`config.mk`:
```
export PLATFORM = sky130hd
export DESIGN_NAME = cell_sweep_capture
export DESIGN_NICKNAME = d
export VERILOG_FILES = /design/src/rtl/cell_sweep_pkg.sv /design/src/rtl/cell_sweep_misr.sv /design/src/rtl/cell_sweep_capture.sv
export SDC_FILE = /design/constraint.sdc
export NUM_CORES = 1
export LEC_CHECK = 0
export ABC_AREA = 1
export ABC_CLOCK_PERIOD_IN_PS = 1770
export CAP_MARGIN = 10
export CORE_MARGIN = 2
export CORE_UTILIZATION = 54
export DETAILED_ROUTE_END_ITERATION = 10
export MAX_ROUTING_LAYER = met4
export PLACE_DENSITY = 0.78
export SLEW_MARGIN = 30
export SYNTH_ARGS = -nofsm -noshare
export SYNTH_HDL_FRONTEND = slang
export SYNTH_SLANG_ARGS = --single-unit
```
`constraint.sdc`:
```
create_clock -name clk -period 1.77 [get_ports clk]
set_input_delay 0.177 -clock clk [delete_from_list [all_inputs] [get_ports clk]]
set_output_delay 0.177 -clock clk [all_outputs]
set_load 0.03 [all_outputs]
```
`src/rtl/cell_sweep_pkg.sv`:
```
// Shared types and constants for the cell-array sweep/capture stage.
// The optional MISR signature path is enabled by defining CELL_SWEEP_MISR_EN.
package cell_sweep_pkg;

  typedef enum logic [2:0] {
    ST_IDLE   = 3'd0,
    ST_DRIVE  = 3'd1,
    ST_SAMPLE = 3'd2,
    ST_DUMP   = 3'd3,
    ST_DONE   = 3'd4
  } state_e;

  localparam int          MASK_BYTES        = 10;
  localparam int          SIG_BYTES         = 4;
  localparam int          CELL_IN_W         = 6;
  localparam int          CELL_OUT_W        = 73;
  localparam logic [31:0] DEFAULT_MISR_POLY = 32'h04C1_1DB7;
  localparam logic [31:0] MISR_SEED         = 32'hFFFF_FFFF;

  // Binary-reflected Gray code: successive indices differ in exactly one bit.
  function automatic logic [CELL_IN_W-1:0] gray6(input logic [CELL_IN_W-1:0] b);
    return b ^ (b >> 1);
  endfunction

endpackage

```
`src/rtl/cell_sweep_misr.sv`:
```
// 32-bit fold-and-shift signature register over the 73-bit array response.
// Only instantiated when CELL_SWEEP_MISR_EN is defined.
module cell_sweep_misr
  import cell_sweep_pkg::*;
#(
  parameter logic [31:0] POLY = DEFAULT_MISR_POLY
) (
  input  logic                  clk,
  input  logic                  rst,
  input  logic                  en,
  input  logic                  init,
  input  logic [CELL_OUT_W-1:0] data,
  output logic [31:0]           sig
);

  logic [31:0] sig_q;
  logic [31:0] sig_d;
  logic [31:0] fold;

  // The 73 response bits are XOR-folded to 32 before entering the shift path.
  assign fold = data[31:0] ^ data[63:32] ^ {23'b0, data[72:64]};

  always_comb begin
    sig_d = sig_q;
    if (init) begin
      sig_d = MISR_SEED;
    end else if (en) begin
      sig_d = {sig_q[30:0], 1'b0} ^ (sig_q[31] ? POLY : 32'h0) ^ fold;
    end
  end

  always_ff @(posedge clk) begin
    if (rst) begin
      sig_q <= MISR_SEED;
    end else begin
      sig_q <= sig_d;
    end
  end

  assign sig = sig_q;

endmodule

```
`src/rtl/cell_sweep_capture.sv`:
```
// Gray-code stimulus sweep of the cell array with sticky toggle-mask capture and
// byte readout; optional MISR signature when CELL_SWEEP_MISR_EN is defined.
module cell_sweep_capture
  import cell_sweep_pkg::*;
#(
  parameter int          SETTLE_CYCLES = 4,
  parameter logic [31:0] MISR_POLY     = DEFAULT_MISR_POLY
) (
  input  logic                  clk,
  input  logic                  rst,
  input  logic                  start,
  output logic                  busy,
  output logic                  done,
  output logic [CELL_IN_W-1:0]  cell_in,
  input  logic [CELL_OUT_W-1:0] cell_out,
  output logic                  rd_valid,
  input  logic                  rd_ready,
  output logic [7:0]            rd_data
);

`ifdef CELL_SWEEP_MISR_EN
  localparam int NUM_BYTES = MASK_BYTES + SIG_BYTES;
`else
  localparam int NUM_BYTES = MASK_BYTES;
`endif
  localparam logic [7:0] SETTLE_LAST = 8'(SETTLE_CYCLES - 1);
  localparam logic [3:0] LAST_BYTE   = 4'(NUM_BYTES - 1);

  state_e                state_q,      state_d;
  logic [CELL_IN_W-1:0]  idx_q,        idx_d;
  logic [7:0]            settle_cnt_q, settle_cnt_d;
  logic [3:0]            byte_idx_q,   byte_idx_d;
  logic [CELL_OUT_W-1:0] mask_q,       mask_d;
  logic [CELL_OUT_W-1:0] prev_q,       prev_d;
  logic                  first_q,      first_d;

  logic                  start_ok;
  logic [127:0]          dump_vec;

  assign start_ok = ((state_q == ST_IDLE) || (state_q == ST_DONE)) && start;

  always_comb begin
    state_d      = state_q;
    idx_d        = idx_q;
    settle_cnt_d = settle_cnt_q;
    byte_idx_d   = byte_idx_q;
    mask_d       = mask_q;
    prev_d       = prev_q;
    first_d      = first_q;
    case (state_q)
      ST_IDLE, ST_DONE: begin
        if (start) begin
          idx_d        = '0;
          mask_d       = '0;
          first_d      = 1'b1;
          settle_cnt_d = '0;
          state_d      = ST_DRIVE;
        end
      end
      ST_DRIVE: begin
        if (settle_cnt_q == SETTLE_LAST) begin
          state_d = ST_SAMPLE;
        end else begin
          settle_cnt_d = settle_cnt_q + 8'd1;
        end
      end
      ST_SAMPLE: begin
        // The very first sample only seeds prev; it has nothing to compare against.
        prev_d  = cell_out;
        first_d = 1'b0;
        if (!first_q) begin
          mask_d = mask_q | (cell_out ^ prev_q);
        end
        if (idx_q == 6'd63) begin
          byte_idx_d = '0;
          state_d    = ST_DUMP;
        end else begin
          idx_d        = idx_q + 6'd1;
          settle_cnt_d = '0;
          state_d      = ST_DRIVE;
        end
      end
      ST_DUMP: begin
        if (rd_ready) begin
          if (byte_idx_q == LAST_BYTE) begin
            state_d = ST_DONE;
          end else begin
            byte_idx_d = byte_idx_q + 4'd1;
          end
        end
      end
      default: state_d = ST_IDLE;
    endcase
  end

  always_ff @(posedge clk) begin
    if (rst) begin
      state_q      <= ST_IDLE;
      idx_q        <= '0;
      settle_cnt_q <= '0;
      byte_idx_q   <= '0;
      mask_q       <= '0;
      prev_q       <= '0;
      first_q      <= 1'b0;
    end else begin
      state_q      <= state_d;
      idx_q        <= idx_d;
      settle_cnt_q <= settle_cnt_d;
      byte_idx_q   <= byte_idx_d;
      mask_q       <= mask_d;
      prev_q       <= prev_d;
      first_q      <= first_d;
    end
  end

`ifdef CELL_SWEEP_MISR_EN
  logic [31:0] sig;

  cell_sweep_misr #(
    .POLY (MISR_POLY)
  ) u_misr (
    .clk  (clk),
    .rst  (rst),
    .en   (state_q == ST_SAMPLE),
    .init (start_ok),
    .data (cell_out),
    .sig  (sig)
  );

  assign dump_vec = {16'b0, sig, 7'b0, mask_q};
`else
  logic unused_misr_cfg;

  assign unused_misr_cfg = ^{MISR_POLY, start_ok};
  assign dump_vec        = {55'b0, mask_q};
`endif

  // Readout bytes are little-endian slices of one flat vector; mask and
  // signature are frozen during DUMP so rd_data is stable until accepted.
  assign busy     = (state_q == ST_DRIVE) || (state_q == ST_SAMPLE) || (state_q == ST_DUMP);
  assign done     = (state_q == ST_DONE);
  assign cell_in  = ((state_q == ST_DRIVE) || (state_q == ST_SAMPLE)) ? gray6(idx_q) : '0;
  assign rd_valid = (state_q == ST_DUMP);
  assign rd_data  = (state_q == ST_DUMP) ? dump_vec[{byte_idx_q, 3'b000} +: 8] : 8'h00;

endmodule

```
# [Word-level counts from Yosys, hierarchy flattened]
# Cells that the tools add are included.
# Widths: inputs -> output; s select.
[word_totals] ff_bits=168 latchBits=0 ram_bits=0 mem_bits_ro=0 n_memories=0
[op_classes] n_addsub=3 n_mul=0 div_mod_pow=0 magnitude_cmp=0 eq_ne=16 shifts=1 n_mux=24 bitwise_logic=3 reduce_logical=13
[ops] op="$mux 73" n=2
[ops] op="$pmux 73 s2" n=1
[ops] op="$shiftx 128x8->8" n=1
[ops] op="$or 73x73->73" n=1
[ops] op="$xor 73x73->73" n=1
[ops] op="$mux 8" n=4
[ops] op="$pmux 8 s3" n=1
[ops] op="$mux 6" n=3
[ops] op="$ne 2x2->1 const B" n=7
[ops] op="$mux 3" n=4
[ops] op="$mux 4" n=3
[ops] op="$pmux 3 s4" n=1
[ops] op="$pmux 6 s2" n=1
[ops] op="$reduce_and 4->1" n=3
[ops] op="$add 8x1->8 const B" n=1
[ops] op="$eq 8x2->1 const B" n=1
[ops] op="$pmux 4 s2" n=1
[ops] op="$add 6x1->6 const B" n=1
[ops] op="$eq 3x2->1 const B" n=2
[ops] op="$eq 6x6->1 const B" n=1
[ops] op="$reduce_and 3->1" n=2
[ops] op="$xor 6x5->6" n=1
[ops] op="$add 4x1->4 const B" n=1
[ops] op="$eq 4x4->1 const B" n=1
[ops] op="other kinds (12)" n=15

# [Longest topological paths before layout]
# Gate-level depths: netlist (run 1).
[depth] depth_word=4 depth_mapped=10 mapped_depth_nobuf=10

# [Worst setup path before layout (run 1)]
# No wires, ideal clock.
[synth_path] kind="reg-to-reg" startpoint="register state_q[1]" endpoint="register byte_idx_q[3]" setup_time_ns=0.116 arrival_time_ns=1.400 required_ns=1.654 path_slack_ns=0.255 stages_incl_launch_ff=9 path_buffers=1 period_less_slack_ns=1.515 cell_sequence="dfxtp_1 > buf_2 > nand3_1 > inv_1 > nand2_1 > nand2_1 > nand2_1 > o21ai_0 > nor2_1"
[synth_between] elab_chain_len=3
[synth_lines] element="from (decl)" line="cell_sweep_capture.sv:29" rtl="state_e state_q, state_d;"
[synth_lines] element="from (signal assigned)" line="cell_sweep_capture.sv:106" rtl="state_q <= state_d;"
[synth_lines] element="$eq 3x2->1 (*)"
[synth_lines] element="named net rd_valid" line="cell_sweep_capture.sv:16" rtl="output logic rd_valid,"
[synth_lines] element="$ne 2x2->1 (no line) (tied with other cells)"
[synth_lines] element="$reduce_and 4->1 (no line)"
[synth_lines] element="to (signal assigned)" line="cell_sweep_capture.sv:109" rtl="byte_idx_q <= byte_idx_d;"
[synth_lines] element="to (decl)" line="cell_sweep_capture.sv:32" rtl="logic [3:0] byte_idx_q, byte_idx_d;"
# The timed path passes the listed nets; every way through them passes the cells marked *.
# A chain may end at the register's enable or synchronous reset.

# [Worst setup path in the final report (run 1)]
[layout_path] startpoint="register byte_idx_q[0]" endpoint="output rd_data[7]"
[layout_between] elab_chain_len=2
[layout_lines] element="$shiftx 128x8->8" line="cell_sweep_capture.sv:144" rtl="assign rd_data = (state_q == ST_DUMP) ? dump_vec[{byte_idx_q, 3'b000} +: 8] : 8'h00;"
[layout_lines] element="$mux 8" line="cell_sweep_capture.sv:144"
[layout_lines] element="to (decl)" line="cell_sweep_capture.sv:18" rtl="output logic [7:0] rd_data"
# No other way between the ends.

==> results of run 1 <==
per-layer routing:
layer,part of all wire,vias to the layer above,track usage
li1,-,3368,-
met1,0.45,3118,0.346
met2,0.47,183,0.414
met3,0.062,28,0.0602
met4,0.015,0,0.0807
met5,0,-,-
worst paths after layout:
path / slack (ns) / end / from / depth (start not counted)
setup / recovery: -0.08 / rd_data[7] / byte_idx_q[0] / 7
hold reg to reg: 0.46 / mask_q[64] / mask_q[64] / 2
setup reg to reg: 0.12 / prev_q[47] / state_q[2] / 7
hold / removal: 0.26 / idx_q[0] / rst / 4
Yosys cell counts:
master | n | area [sq um]
ha_1 | 8 | 100
nor3_1 | 2 | 10.0
and2_1 | 1 | 6.26
buf_2 | 28 | 140
clkinv_1 | 2 | 7.51
nand2_2 | 1 | 6.26
dfxtp_1 | 168 | 3360
nor3_2 | 1 | 10.0
o21ai_4 | 1 | 16.3
nand3_1 | 37 | 185
inv_2 | 2 | 7.51
xor2_1 | 77 | 674
nand3_4 | 1 | 17.5
nor2_4 | 1 | 11.3
o211ai_1 | 9 | 67.6
o21ai_0 | 35 | 175
nand4_1 | 1 | 6.26
inv_1 | 63 | 236
o21bai_1 | 1 | 7.51
nand3_2 | 1 | 10.0
buf_1 | 1 | 3.75
clkbuf_1 | 25 | 93.8
nor2_2 | 2 | 12.5
a21oi_1 | 187 | 936
nand3b_1 | 2 | 15.0
nand2_1 | 257 | 965
nor2_1 | 86 | 323
through the flow:
stage	utilization	setup slack (ns)	hold WS, ns	setup TNS, ns	power (mW)
floorplan	-	0.255	0.320	0	7.89
global placement	0.639	0.125	0.443	0	9.10
detailed placement	0.639	0.109	0.452	0	9.20
CTS	0.695	-0.141	0.256	-0.768	13.2
global route	0.702	-0.127	0.278	-0.912	14.1
finish	0.702	-0.0769	0.265	-0.468	13.3
kinds of logic after synthesis:
kind of cell,count (synthesis)
flops,168
fa+ha+maj,8
compound gates,233
buf+inv,121
simple gates,393
xor+xnor,77
worst max-delay path, stage by stage (launching register included):
cell and delay, ns:
dfxtp_4 0.43, buf_12 0.16, a21oi_1 0.07, o21ai_1 0.14
nand3_1 0.13, nand3_1 0.09, nand2_1 0.08, buf_6 0.15
power breakdown:
part           internal [mW]  switching [mW]  total [mW]
Sequential              4.65           0.558        5.21
Combinational           1.66            2.62        4.28
Clock                   2.34            1.45        3.79
Total                   8.65            4.62        13.3
what timing repair did:
action / in CTS / in global routing
setup endpoints to repair: 16 / 15
pin swaps: 4 / 7
gates cloned: 1 / 0
setup buffers: 5 / 0
resized for setup: 33 / 37
area by class of cell:
cell class	count	area, sq um	share of cell area
clock buffer	22	484	0.0519
clock inverter	8	120	0.0129
inverter	67	259	0.0278
multi-input combinational	711	3650	0.391
sequential	168	3370	0.362
tap	176	220	0.0236
timing repair buffer	115	1230	0.131
sequential cells by signal, indices dropped and copies added, names as in the netlist:
signal	count
mask_q	73
prev_q	73
settle_cnt_q	8
idx_q	6
byte_idx_q	4
state_q	3
first_q	1
cell usage in the layout, fill, tap and decap left out, types with 2 or more instances in the layout:
master,count
o21ai_1,14
ha_1,8
o211ai_1,9
nor2_1,82
clkbuf_16,17
a21oi_2,5
bufinv_16,3
inv_1,61
dfxtp_1,164
buf_12,10
inv_2,3
dfxtp_2,2
nand3_1,34
xor2_1,77
clkinv_2,4
clkbuf_8,4
o21ai_0,20
nand2_2,8
clkdlybuf4s50_1,75
nor2_4,2
nand2_1,250
buf_4,17
nand3_4,2
clkinvlp_4,3
nand3_2,3
dfxtp_4,2
buf_6,9
a21oi_1,182
nand3b_1,2
nor2_2,5
==> impl_metrics.prom, run 1 <==
# TYPE chip_impl_metric gauge
chip_impl_metric{name="hpwlAfterDp",unit="um"} 11900
chip_impl_metric{name="critPathMaxFanout",unit=""} 15
chip_impl_metric{name="post_synthesis_net_count",unit=""} 1085
chip_impl_metric{name="peak_supply_drop",unit="mV"} 1.06
chip_impl_metric{name="hold_buffers",unit=""} 0
chip_impl_metric{name="largest_net_degree_at_the_start_of_global_routing",unit=""} 86
chip_impl_metric{name="drcViolationCount",unit=""} 0
chip_impl_metric{name="layout.cell_area.non_filler",unit="sq um"} 9330
chip_impl_metric{name="routabilityCongestion",unit=""} 0.902
chip_impl_metric{name="synthToLayoutAreaGrowth",unit="%"} 25.9
chip_impl_metric{name="syn_area_per_cell",unit="sq um"} 7.41
chip_impl_metric{name="cp.arrival",unit="ns"} 1.67
chip_impl_metric{name="grt_overflow_total",unit=""} 0
chip_impl_metric{name="fin_cells",unit=""} 1267
chip_impl_metric{name="cts_buffers",unit=""} 17
chip_impl_metric{name="post-route-min-period",unit="ns"} 1.85
chip_impl_metric{name="drive_above_1_share",unit=""} 0.0990
chip_impl_metric{name="first_global_vias",unit=""} 6211
chip_impl_metric{name="rows",unit=""} 42
chip_impl_metric{name="achievable_freq",unit="GHz"} 0.541
chip_impl_metric{name="maxSlewHeadroom",unit=""} 0.677
chip_impl_metric{name="area_of_the_die",unit="sq um"} 14700
chip_impl_metric{name="syn_area",unit="sq um"} 7410
chip_impl_metric{name="cts.sink_count",unit=""} 168
chip_impl_metric{name="synth_cells",unit=""} 1000
chip_impl_metric{name="routed_via_count_divided_by_cell_count",unit=""} 5.29
chip_impl_metric{name="layout.nets",unit=""} 1165
chip_impl_info{name="grt_setup_unrepaired",value="true"} 1
chip_impl_info{name="critPathKind",value="reg2out"} 1
chip_impl_metric{name="routed-via-count",unit=""} 6697
chip_impl_info{name="hold_crit_path_type",value="in2reg"} 1
chip_impl_metric{name="power.leakage",unit="nW"} 3.73
chip_impl_metric{name="setup_viol_count_final",unit=""} 8
chip_impl_metric{name="max_slew_vio_count",unit=""} 0
chip_impl_metric{name="drt-pass1-iter-count",unit=""} 5
chip_impl_metric{name="place_inst",unit=""} 1231
chip_impl_metric{name="wl_per_cell",unit="um"} 14.4
chip_impl_metric{name="initialDrtViolationCount",unit=""} 604
chip_impl_metric{name="cts-root-to-sink-buffers",unit=""} 2
chip_impl_metric{name="route.antenna.remaining_nets",unit=""} 0
chip_impl_metric{name="port_buffers",unit=""} 93
chip_impl_metric{name="max_cap_violations",unit=""} 0
chip_impl_metric{name="yosysSeqAreaShare",unit=""} 0.454
chip_impl_info{name="combinational_family_with_the_most_area_after_synthesis",value="simple AND/OR/NAND/NOR gates"} 1
chip_impl_metric{name="fill_cells",unit=""} 1079
chip_impl_metric{name="power.density",unit="nW/um^2"} 1420
chip_impl_metric{name="die_height",unit="um"} 121
chip_impl_metric{name="initial_antenna_violation_count",unit=""} 0
chip_impl_metric{name="synth_simple_gate_area_frac",unit=""} 0.213
chip_impl_metric{name="yosys-mux-area-fraction",unit=""} 0
chip_impl_metric{name="antenna_cells",unit=""} 0
chip_impl_info{name="run_status",value="complete, but fails checks"} 1
chip_impl_metric{name="worst-endpoint-required",unit="ns"} 1.59
chip_impl_metric{name="synthAdderAreaFrac",unit=""} 0.0135
chip_impl_info{name="start_kind",value="flop"} 1
chip_impl_metric{name="worstMarginPinSlew",unit="ns"} 0.485
chip_impl_metric{name="clk-insertion-delay-late",unit="ns"} 0.43
chip_impl_info{name="crit_path_end_kind",value="primary output"} 1
chip_impl_info{name="cts_tree",value="built"} 1
chip_impl_metric{name="post_dp_cell_area",unit="sq um"} 8500
chip_impl_metric{name="hold_violations",unit=""} 0
chip_impl_metric{name="io_pins",unit=""} 94
chip_impl_info{name="failed_checks",value="negative setup slack"} 1
chip_impl_info{name="ctsRootBufferMaster",value="clkbuf_16"} 1
chip_impl_metric{name="clock-skew-final",unit="ns"} 0.00522
chip_impl_metric{name="synthDistinctLibCells",unit=""} 27
chip_impl_metric{name="cts.clk_slew.worst_paths",unit="ns"} 0.06
chip_impl_metric{name="fp.dieW",unit="um"} 121
chip_impl_metric{name="ys_ff_latch",unit=""} 168
chip_impl_metric{name="cts-htree-levels",unit=""} 4
chip_impl_metric{name="grt_first_pass_wirelength",unit="um"} 29900
chip_impl_metric{name="initial_utilization",unit=""} 0.557
chip_impl_metric{name="grt_usage",unit=""} 0.266
chip_impl_metric{name="floorplan.core_area",unit="sq um"} 13300
chip_impl_metric{name="drt-total-wl",unit="um"} 18200
chip_impl_metric{name="synth-warning-count",unit=""} 0
chip_impl_metric{name="final_critical_path_setup_slack",unit="ns"} -0.0769
chip_impl_metric{name="synthXorXnorAreaFrac",unit=""} 0.0910
chip_impl_metric{name="complex_gate_fraction_of_the_synthesized_area",unit=""} 0.162
chip_impl_metric{name="final_period_util",unit=""} 1.04
No activity file was read; power rests on OpenSTA's default activity.
==> run 2: changes to the inputs <==
--- a/config.mk
+++ b/config.mk
@@ -7,7 +7,7 @@
 export LEC_CHECK = 0
 export ABC_AREA = 1
 export ABC_CLOCK_PERIOD_IN_PS = 1770
-export CAP_MARGIN = 10
+export CAP_MARGIN = 20
 export CORE_MARGIN = 2
 export CORE_UTILIZATION = 54
 export DETAILED_ROUTE_END_ITERATION = 10
==> results of run 2 <==
Final layout, timing and power as in run 1 (identical DEF).
==> run 3: changes to the inputs <==
--- a/config.mk
+++ b/config.mk
@@ -8,11 +8,13 @@
 export ABC_AREA = 1
 export ABC_CLOCK_PERIOD_IN_PS = 1770
 export CAP_MARGIN = 20
+export CELL_PAD_IN_SITES_DETAIL_PLACEMENT = 1
+export CELL_PAD_IN_SITES_GLOBAL_PLACEMENT = 2
 export CORE_MARGIN = 2
-export CORE_UTILIZATION = 54
+export CORE_UTILIZATION = 32
 export DETAILED_ROUTE_END_ITERATION = 10
 export MAX_ROUTING_LAYER = met4
-export PLACE_DENSITY = 0.78
+export PLACE_DENSITY_LB_ADDON = 0.1
 export SLEW_MARGIN = 30
 export SYNTH_ARGS = -nofsm -noshare
 export SYNTH_HDL_FRONTEND = slang
==> impl_metrics.prom, run 3 (same netlist as run 1, synthesis figures left out) <==
# TYPE chip_impl_metric gauge
chip_impl_info{name="run_status",value="complete, but fails checks"} 1
chip_impl_info{name="failed_checks",value="negative setup slack"} 1
chip_impl_metric{name="cts.sink_count",unit=""} 168
chip_impl_info{name="most-common-layout-cells",value="248 x nand2_1, 174 x a21oi_1, 161 x dfxtp_1"} 1
chip_impl_metric{name="achievable_freq",unit="GHz"} 0.540
chip_impl_metric{name="cts-root-to-sink-buffers",unit=""} 2
chip_impl_metric{name="post-route-min-period",unit="ns"} 1.85
chip_impl_metric{name="hold_violations",unit=""} 0
chip_impl_metric{name="clk-insertion-delay-late",unit="ns"} 0.44
chip_impl_metric{name="synthToLayoutAreaGrowth",unit="%"} 31.0
chip_impl_metric{name="routabilityCongestion",unit=""} 0.766
chip_impl_info{name="critPathKind",value="reg2out"} 1
chip_impl_metric{name="power.density",unit="nW/um^2"} 1420
chip_impl_metric{name="grt_first_pass_wirelength",unit="um"} 35100
chip_impl_metric{name="worst-endpoint-required",unit="ns"} 1.59
chip_impl_metric{name="final_period_util",unit=""} 1.05
chip_impl_metric{name="peak_supply_drop",unit="mV"} 0.598
chip_impl_metric{name="drcViolationCount",unit=""} 0
chip_impl_info{name="cts_tree",value="built"} 1
chip_impl_metric{name="rows",unit=""} 55
chip_impl_metric{name="cts.clk_slew.worst_paths",unit="ns"} 0.07
chip_impl_info{name="ctsRootBufferMaster",value="clkbuf_16"} 1
chip_impl_info{name="hold_crit_path_type",value="in2reg"} 1
chip_impl_info{name="start_kind",value="flop"} 1
chip_impl_info{name="cp_cell_sequence",value="buf_12, a21oi_2, o21ai_1, nand3_1, nand3_1, nand2_2, buf_6"} 1
chip_impl_metric{name="power.leakage",unit="nW"} 3.82
chip_impl_metric{name="final_critical_path_setup_slack",unit="ns"} -0.0822
chip_impl_metric{name="cts_buffers",unit=""} 17
chip_impl_metric{name="setup_viol_count_final",unit=""} 8
chip_impl_metric{name="port_buffers",unit=""} 93
chip_impl_info{name="path_delay_family",value="flip-flops"} 1
chip_impl_metric{name="first_global_vias",unit=""} 6696
chip_impl_metric{name="worstMarginPinSlew",unit="ns"} 0.522
chip_impl_metric{name="io_pins",unit=""} 94
chip_impl_metric{name="hold_buffers",unit=""} 0
chip_impl_info{name="crit_path_end_kind",value="primary output"} 1
chip_impl_metric{name="critical-path-max-stage-delay",unit="ns"} 0.38
chip_impl_metric{name="critPathMaxFanout",unit=""} 30
chip_impl_metric{name="drt-total-wl",unit="um"} 22000
chip_impl_info{name="layout_commonest_cell",value="nand2_1"} 1
chip_impl_metric{name="grt_overflow_total",unit=""} 0
chip_impl_metric{name="cts-htree-levels",unit=""} 4
chip_impl_metric{name="max_cap_violations",unit=""} 0
chip_impl_metric{name="wl_per_cell",unit="um"} 15.8
chip_impl_metric{name="initial_antenna_violation_count",unit=""} 0
chip_impl_metric{name="grt_usage",unit=""} 0.188
chip_impl_metric{name="antenna_cells",unit=""} 0
chip_impl_info{name="layout_top_registers",value="mask_q: 73 flops, prev_q: 73 flops, settle_cnt_q: 8 flops"} 1
chip_impl_metric{name="initialDrtViolationCount",unit=""} 228
chip_impl_metric{name="drive_above_1_share",unit=""} 0.131
chip_impl_info{name="crit_path_top_delay_cell",value="dfxtp_4"} 1
chip_impl_metric{name="initial_utilization",unit=""} 0.326
chip_impl_metric{name="timing.hold.ws",unit="ns"} 0.262
chip_impl_metric{name="hpwlAfterDp",unit="um"} 15000
chip_impl_metric{name="area_of_the_die",unit="sq um"} 24400
chip_impl_metric{name="pwr_total",unit="mW"} 13.7
chip_impl_metric{name="layout.nets",unit=""} 1176
chip_impl_metric{name="ff2ff_setup_slack",unit="ns"} 0.19
chip_impl_info{name="crit_top_cell",value="nand3_1"} 1
chip_impl_metric{name="floorplan.core_area",unit="sq um"} 22700
chip_impl_metric{name="routed_via_count_divided_by_cell_count",unit=""} 4.80
chip_impl_metric{name="die_height",unit="um"} 156
chip_impl_metric{name="clock-skew-final",unit="ns"} 0.0170
chip_impl_metric{name="fp.dieW",unit="um"} 156
chip_impl_metric{name="max_slew_vio_count",unit=""} 0
chip_impl_metric{name="route.antenna.remaining_nets",unit=""} 0
chip_impl_metric{name="cp.arrival",unit="ns"} 1.68
chip_impl_metric{name="maxSlewHeadroom",unit=""} 0.652
chip_impl_metric{name="critical_path_buf_inv_count",unit=""} 2
chip_impl_info{name="grt_setup_unrepaired",value="true"} 1
chip_impl_metric{name="largest_net_degree_at_the_start_of_global_routing",unit=""} 86
chip_impl_metric{name="placement.setup.worst_slack",unit="ns"} 0.0505
chip_impl_metric{name="drt-pass1-iter-count",unit=""} 6
chip_impl_metric{name="routed-via-count",unit=""} 6661
run 3: cell count changes in the layout (fill, tap and decap cells not counted), sizes merged:
cell           previous run  this run
clkbuf                   23        19
buf                      38        48
clkdlybuf4s15             0         1
inv                      65        73
clkinvlp                  3         2
dlygate4sd2               1         0
run 3: layout make-up:
cell class | count | area, sq um
inverters | 67 | 260
well taps | 285 | 357
clock inverters | 14 | 184
repair buffers | 125 | 1340
flip-flops and latches | 168 | 3380
fillers | 2733 | 13000
repair inverters | 1 | 7.51
multi-input cells | 711 | 3730
clock buffers | 18 | 439
run 3: metal layers:
metal  routed length [um]  track usage
met1                10800        0.249
met2                10200        0.302
met3                  757       0.0339
met4                  161       0.0406
met5                    0            -
run 3: worst reg2reg max path, delay by kind of cell, from the launching register on:
kind,cells,cell delay [ns]
simple gates,5,0.66
compound gates,1,0.05
flops,1,0.36
buf+inv,3,0.39
run 3: final timing paths:
kind                 startpoint         end  depth (start not counted)
setup reg to reg     state_q[1]    idx_q[4]                          9
hold / removal              rst  state_q[2]                          5
setup / recovery  byte_idx_q[0]  rd_data[3]                          7
hold reg to reg      mask_q[64]  mask_q[64]                          2
run 3: per-stage QoR:
| step | cell area (sq um) | TNS [ns] | utilization | std cells |
|---|---|---|---|---|
| after global placement | 8710 | 0 | 0.384 | 1349 |
| after global routing | 9700 | -1.27 | 0.427 | 1389 |
| after detailed placement | 8710 | 0 | 0.384 | 1349 |
| after floorplan | 7410 | 0 | - | 1000 |
| final | 9700 | -0.391 | 0.427 | 1389 |
| after CTS | 9540 | -0.727 | 0.420 | 1386 |
run 3: what timing repair did:
item | in CTS | in global routing
setup buffers | 5 | 1
gates resized for setup | 69 | 42
endpoints found under the setup margin | 16 | 18
cloned | 0 | 2
pin swaps | 13 | 11
hold endpoints to repair | 0 | 0
run 3: report_power, final:
group | total [mW] | switching (mW) | internal (mW)
Clock | 4.00 | 1.69 | 2.30
Sequential | 5.20 | 0.547 | 4.66
Combinational | 4.54 | 2.82 | 1.71
Total | 13.7 | 5.06 | 8.67
